**src/rtl/adder_share_pkg.sv**
```systemverilog
// Shared definitions for adder_share_arbiter: default sizes, output-stage states,
// the signed-overflow rule and the 32-bit saturation limits.
package adder_share_pkg;

  localparam int N_REQ_DEF = 4;
  localparam int WIDTH_DEF = 32;

  localparam logic [0:0] ST_EMPTY = 1'b0;
  localparam logic [0:0] ST_FULL  = 1'b1;

  typedef enum logic [0:0] {
    EMPTY = ST_EMPTY,
    FULL  = ST_FULL
  } state_t;

  localparam logic [31:0] SAT_POS_32 = 32'h7FFF_FFFF;
  localparam logic [31:0] SAT_NEG_32 = 32'h8000_0000;

  // Two's-complement overflow: operands agree in sign, result does not.
  function automatic logic signed_of(input logic a_msb, input logic b_msb,
                                     input logic s_msb);
    return (a_msb == b_msb) && (s_msb != a_msb);
  endfunction

endpackage

```
**src/rtl/adder_share_arbiter_rr_pick.sv**
```systemverilog
// Combinational round-robin picker: first set request at or above ptr, wrapping.
module rr_pick #(
  parameter int N    = 4,
  parameter int ID_W = 2
) (
  input  logic [N-1:0]    req,
  input  logic [ID_W-1:0] ptr,
  output logic [N-1:0]    grant,
  output logic [ID_W-1:0] idx,
  output logic            any
);

  // Scan farthest-first so the nearest requester from ptr wins last.
  always_comb begin
    idx   = '0;
    any   = 1'b0;
    grant = '0;
    for (int k = N - 1; k >= 0; k--) begin
      if (req[(int'(ptr) + k) % N]) begin
        idx = ID_W'((int'(ptr) + k) % N);
        any = 1'b1;
      end
    end
    grant[idx] = any;
  end

endmodule

```
**src/rtl/adder_share_arbiter.sv**
```systemverilog
// Round-robin shared WIDTH-bit adder with a one-entry result register.
// Build option ADDER_SHARE_SAT_EN: saturate res_sum on signed overflow.
module adder_share_arbiter
  import adder_share_pkg::*;
#(
  parameter int N_REQ = N_REQ_DEF,
  parameter int WIDTH = WIDTH_DEF
) (
  input  logic                     clk,
  input  logic                     rst_n,
  input  logic [N_REQ-1:0]         req_valid,
  output logic [N_REQ-1:0]         req_ready,
  input  logic [N_REQ*WIDTH-1:0]   req_a,
  input  logic [N_REQ*WIDTH-1:0]   req_b,
  input  logic [N_REQ-1:0]         req_cin,
  output logic                     res_valid,
  input  logic                     res_ready,
  output logic [$clog2(N_REQ)-1:0] res_id,
  output logic [WIDTH-1:0]         res_sum,
  output logic                     res_cout,
  output logic                     res_of,
  output state_t                   state
);

  localparam int ID_W = $clog2(N_REQ);

  // Handshakes: a transfer happens on a rising edge where valid and ready are
  // both 1; the sender holds valid and payload stable until that edge.

  logic [ID_W-1:0]  rr_ptr;
  logic [N_REQ-1:0] grant;
  logic [ID_W-1:0]  idx;
  logic             any;
  logic             can_accept;
  logic             fire;
  logic [WIDTH-1:0] a_sel;
  logic [WIDTH-1:0] b_sel;
  logic             cin_sel;
  logic [WIDTH:0]   sum_full;
  logic             of_raw;
  logic [WIDTH-1:0] sum_out;

  rr_pick #(.N(N_REQ), .ID_W(ID_W)) u_pick (
    .req   (req_valid),
    .ptr   (rr_ptr),
    .grant (grant),
    .idx   (idx),
    .any   (any)
  );

  assign can_accept = (state == EMPTY) || res_ready;
  assign fire       = can_accept && any;
  assign req_ready  = (rst_n && can_accept) ? grant : '0;
  assign res_valid  = (state == FULL);

  assign a_sel    = req_a[idx*WIDTH +: WIDTH];
  assign b_sel    = req_b[idx*WIDTH +: WIDTH];
  assign cin_sel  = req_cin[idx];
  assign sum_full = {1'b0, a_sel} + {1'b0, b_sel} + {{WIDTH{1'b0}}, cin_sel};
  assign of_raw   = signed_of(a_sel[WIDTH-1], b_sel[WIDTH-1], sum_full[WIDTH-1]);

`ifdef ADDER_SHARE_SAT_EN
  // Clamp toward the sign of the operands; flags still report the raw add.
  always_comb begin
    sum_out = sum_full[WIDTH-1:0];
    if (of_raw)
      sum_out = a_sel[WIDTH-1] ? {1'b1, {(WIDTH-1){1'b0}}} : {1'b0, {(WIDTH-1){1'b1}}};
  end
`else
  assign sum_out = sum_full[WIDTH-1:0];
`endif

  always_ff @(posedge clk) begin
    if (!rst_n) begin
      state    <= EMPTY;
      rr_ptr   <= '0;
      res_id   <= '0;
      res_sum  <= '0;
      res_cout <= 1'b0;
      res_of   <= 1'b0;
    end else if (fire) begin
      state    <= FULL;
      res_id   <= idx;
      res_sum  <= sum_out;
      res_cout <= sum_full[WIDTH];
      res_of   <= of_raw;
      rr_ptr   <= (idx == ID_W'(N_REQ - 1)) ? '0 : idx + 1'b1;
    end else if (state == FULL && res_ready) begin
      state <= EMPTY;
    end
  end

endmodule
```
**config.mk**
```make
export PLATFORM = sky130hd
export DESIGN_NAME = adder_share_arbiter
export DESIGN_NICKNAME = d
export VERILOG_FILES = /design/src/rtl/adder_share_pkg.sv /design/src/rtl/adder_share_arbiter_rr_pick.sv /design/src/rtl/adder_share_arbiter.sv
export SDC_FILE = /design/constraint.sdc
export NUM_CORES = 1
export LEC_CHECK = 0
export BUFFER_PORTS_ARGS = -buffer_cell sky130_fd_sc_hd__buf_2
export CORE_AREA = 4 4 118 120
export CTS_CLUSTER_SIZE = 14
export DETAILED_ROUTE_END_ITERATION = 8
export DIE_AREA = 0 0 122 124
export GPL_TIMING_DRIVEN = 0
export PLACE_DENSITY = 0.74
export SLEW_MARGIN = 20
export SYNTH_ARGS = -nofsm -noshare
export SYNTH_HDL_FRONTEND = slang
export SYNTH_HIERARCHICAL = 1
export SYNTH_SLANG_ARGS = --single-unit
```
**constraint.sdc**
```tcl
create_clock -name clk -period 12.1 [get_ports clk]
set_input_delay 1.21 -clock clk [delete_from_list [all_inputs] [get_ports clk]]
set_output_delay 1.21 -clock clk [all_outputs]
set_load 0.005 [all_outputs]
```
==> results.sh <==
export IMPL_status="finished, final reports clean"
export IMPL_place_hpwl_um=15020
export IMPL_p_per_area_nw_per_um2=168.1
export IMPL_cts_hold_buf=0
export IMPL_post_cts_setup_buffers=0
export IMPL_synth_top_cell_area_share_pct=28.94
export IMPL_rsz0062_at_grt="no"
export IMPL_die_x_um=122
export IMPL_setup_viol=0
export IMPL_final_nets=1175
export IMPL_grt_max_degree=15
export IMPL_port_buffers=308
export IMPL_synthFlopType="dfxtp_1"
export IMPL_final_common_cell="buf_2"
export IMPL_cp_slowest_cell="buf_1"
export IMPL_final_cell_mix="314 x buf_2, 65 x mux4_2, 58 x nand2_1, 54 x a21oi_1, 39 x dfxtp_1"
export IMPL_fin_crit_sh_pct=49.96
export IMPL_setup_tns_ns=0
export IMPL_placementRows=42
export IMPL_place_congestion=0.9162
export IMPL_antenna_found_initial=0
export IMPL_r2r_start="rr_ptr[0]"
export IMPL_synth_area_leaders="mux4_2 29%, dfxtp_1 15%, ha_1 7.9%, a21oi_1 5.3%, nand2_1 4.3%"
export IMPL_max_vdd_ir_drop_mv=0.06148
export IMPL_start_util_pct=38.97
export IMPL_path_class="primary input to register"
export IMPL_crit_chain="buf_2 -> nor2b_2 -> nor3_1 -> o22a_1 -> clkbuf_1 -> buf_1 -> buf_2 -> mux4_2 -> ha_1 -> clkbuf_1 -> and4_1 -> nand3_1 -> or3_1 -> a2111oi_2 -> or3_1 -> nand3_1"
export IMPL_wl_per_cell_um=16.87
export IMPL_p_leak_nw=3.221
export IMPL_slowest_delay_ns=0.70
export IMPL_path_clk_slew_ns=0.07
export IMPL_ys_async_sr_fraction_pct=0
export IMPL_syn_num_nets=860
export IMPL_syn_mean_instance_area_um2=9.049
export IMPL_fin_util_pct=53.69
export IMPL_drc=0
export IMPL_r2r_slack_ns=6.64
export IMPL_synth_area_um2=5059
export IMPL_clk_latency_ns=0.29
export IMPL_ant_nets=0
export IMPL_clock_path_buffers=2
export IMPL_first_global_vias=5755
export IMPL_ys_ff_latch=39
export IMPL_finalMaxSlewViolations=0
export IMPL_worstMarginPinSlew_ns=0.8733
export IMPL_layout_min_cycle_time_ns=6.046
export IMPL_synth_distinct_cells=69
export IMPL_num_fill_cells=1319
export IMPL_final_hold_viol_count=0
export IMPL_syn_to_final_growth_pct=37.77
export IMPL_layout_drive_gt1_share_pct=46.74
export IMPL_skew_ns=0.007924
export IMPL_io_pins=309
export IMPL_cts_sinks=39
export IMPL_start_kind="primary input"
export IMPL_viasPerCell=5.496
export IMPL_hold_class="register to register"
export IMPL_n_antenna_cell=0
export IMPL_postPlaceCellArea_um2=6820
export IMPL_die_h_um=124
export IMPL_yosys_area_top_type="mux4_2"
export IMPL_whs_ns=0.4493
export IMPL_ys_warnings_count=6
export IMPL_numCtsBuffers=5
export IMPL_reg2regPathDepth=15
export IMPL_startpoint="req_valid[2]"
export IMPL_vias=5776
export IMPL_htree_levels=2
export IMPL_synth_edf_count=0
export IMPL_holdPathStages=2
export IMPL_drt_first_pass_iters=4
export IMPL_max_cap_violations=0
export IMPL_fmax_mhz=165.4
export IMPL_grt_overflow=0
export IMPL_cts_tree="yes"
export IMPL_drt_total_wl_um=17730
export IMPL_r2r_end="res_sum[31]"
export IMPL_cts_resized=0
export IMPL_arrival_ns=6.21
export IMPL_core_um2=12980
export IMPL_root_buffer="clkbuf_16"
export IMPL_grt_use_total_pct=22.63
export IMPL_endpoint="res_sum[31]"
export IMPL_stdcell_area_um2=6969
export IMPL_max_slew_margin_rel_pct=41.78
export IMPL_setup_worst_path_end_class="register"
export IMPL_drtIter0Drc=330
export IMPL_fp_dieArea_um2=15130
export IMPL_synthCells=559
export IMPL_cp_data_required_time_ns=12.26
export IMPL_ys_seq_area_share_pct=15.43
export IMPL_path_max_fanout=10
export IMPL_grt_pass1_wl_um=27590
==> how the worst min path moves through the flow <==
stage / start / end / slack, ns
2_1_floorplan: rr_ptr[1] / rr_ptr[1] / 0.43
5_1_grt: res_sum[15] / res_sum[15] / 0.47
3_3_place_gp: res_sum[5] / res_sum[5] / 0.44
3_5_place_dp: res_sum[3] / res_sum[3] / 0.44
6_report: res_sum[3] / res_sum[3] / 0.45
4_1_cts: res_sum[3] / res_sum[3] / 0.45
==> critical path: cells and delay by family <==
kind	cells	cell delay, ns
simple gates	7	1.53
compound gates	2	0.72
fa+ha+maj	1	0.29
mux	1	0.56
buf+inv	5	1.88
==> Yosys cell counts (8+ instances only) <==
cell and number:
mux4_2 65, nand2_1 58, a21oi_1 54, dfxtp_1 39, o21ai_0 34, ha_1 32, nor2_1 31, clkbuf_1 29
nand3_1 26, inv_1 16, nor3_1 16, a21o_1 12, and3_1 12, o211ai_1 9, a31oi_1 8, nand4_1 8
==> sequential cells by signal (all words and copies together) (netlist names) <==
register   cells
res_valid      1
res_cout       1
res_sum       32
res_id         2
res_of         1
rr_ptr         2
==> metal layers <==
metal,global-route usage (%),part of all wire (%)
met5,0,0
met4,5.812,1.3
met3,3.361,7.2
met2,40.61,51
met1,28.58,41
==> where the power goes <==
group,internal (mW),switching (mW)
logic,0.377,0.455
clock network,0.0772,0.0588
registers,0.179,0.0240
total,0.634,0.538
==> metrics by stage <==
| stage | std cells | power [mW] | setup slack (ns) |
|---|---|---|---|
| after floorplan | 559 | 0.7958 | 6.992 |
| after global placement | 1043 | 1.028 | 5.671 |
| after detailed placement | 1043 | 1.036 | 5.738 |
| after CTS | 1051 | 1.174 | 6.010 |
| after global routing | 1051 | 1.279 | 5.559 |
| final | 1051 | 1.172 | 6.054 |
==> layout make-up <==
cell class              count  area, µm²  area share [%]
plain buffers              42      170.2           2.442
clock buffers               5      125.1           1.795
clock inverters             3      23.77          0.3411
inverters                  17      63.81          0.9156
multi-input cells         461       4044           58.03
flip-flops and latches     39      780.7           11.20
well taps                 176      220.2           3.160
repair buffers            308       1541           22.12
==> kinds of logic after synthesis <==
kind of cell | synth area share [%]
AOI/OAI and AO/OA | 21.17
buffers and inverters | 4.625
and+or+nand+nor | 18.25
muxes | 29.56
adders and majority gates | 8.706
xor gates and xnor gates | 2.251
DFF | 15.43
(Power assumes the default switching activity.)
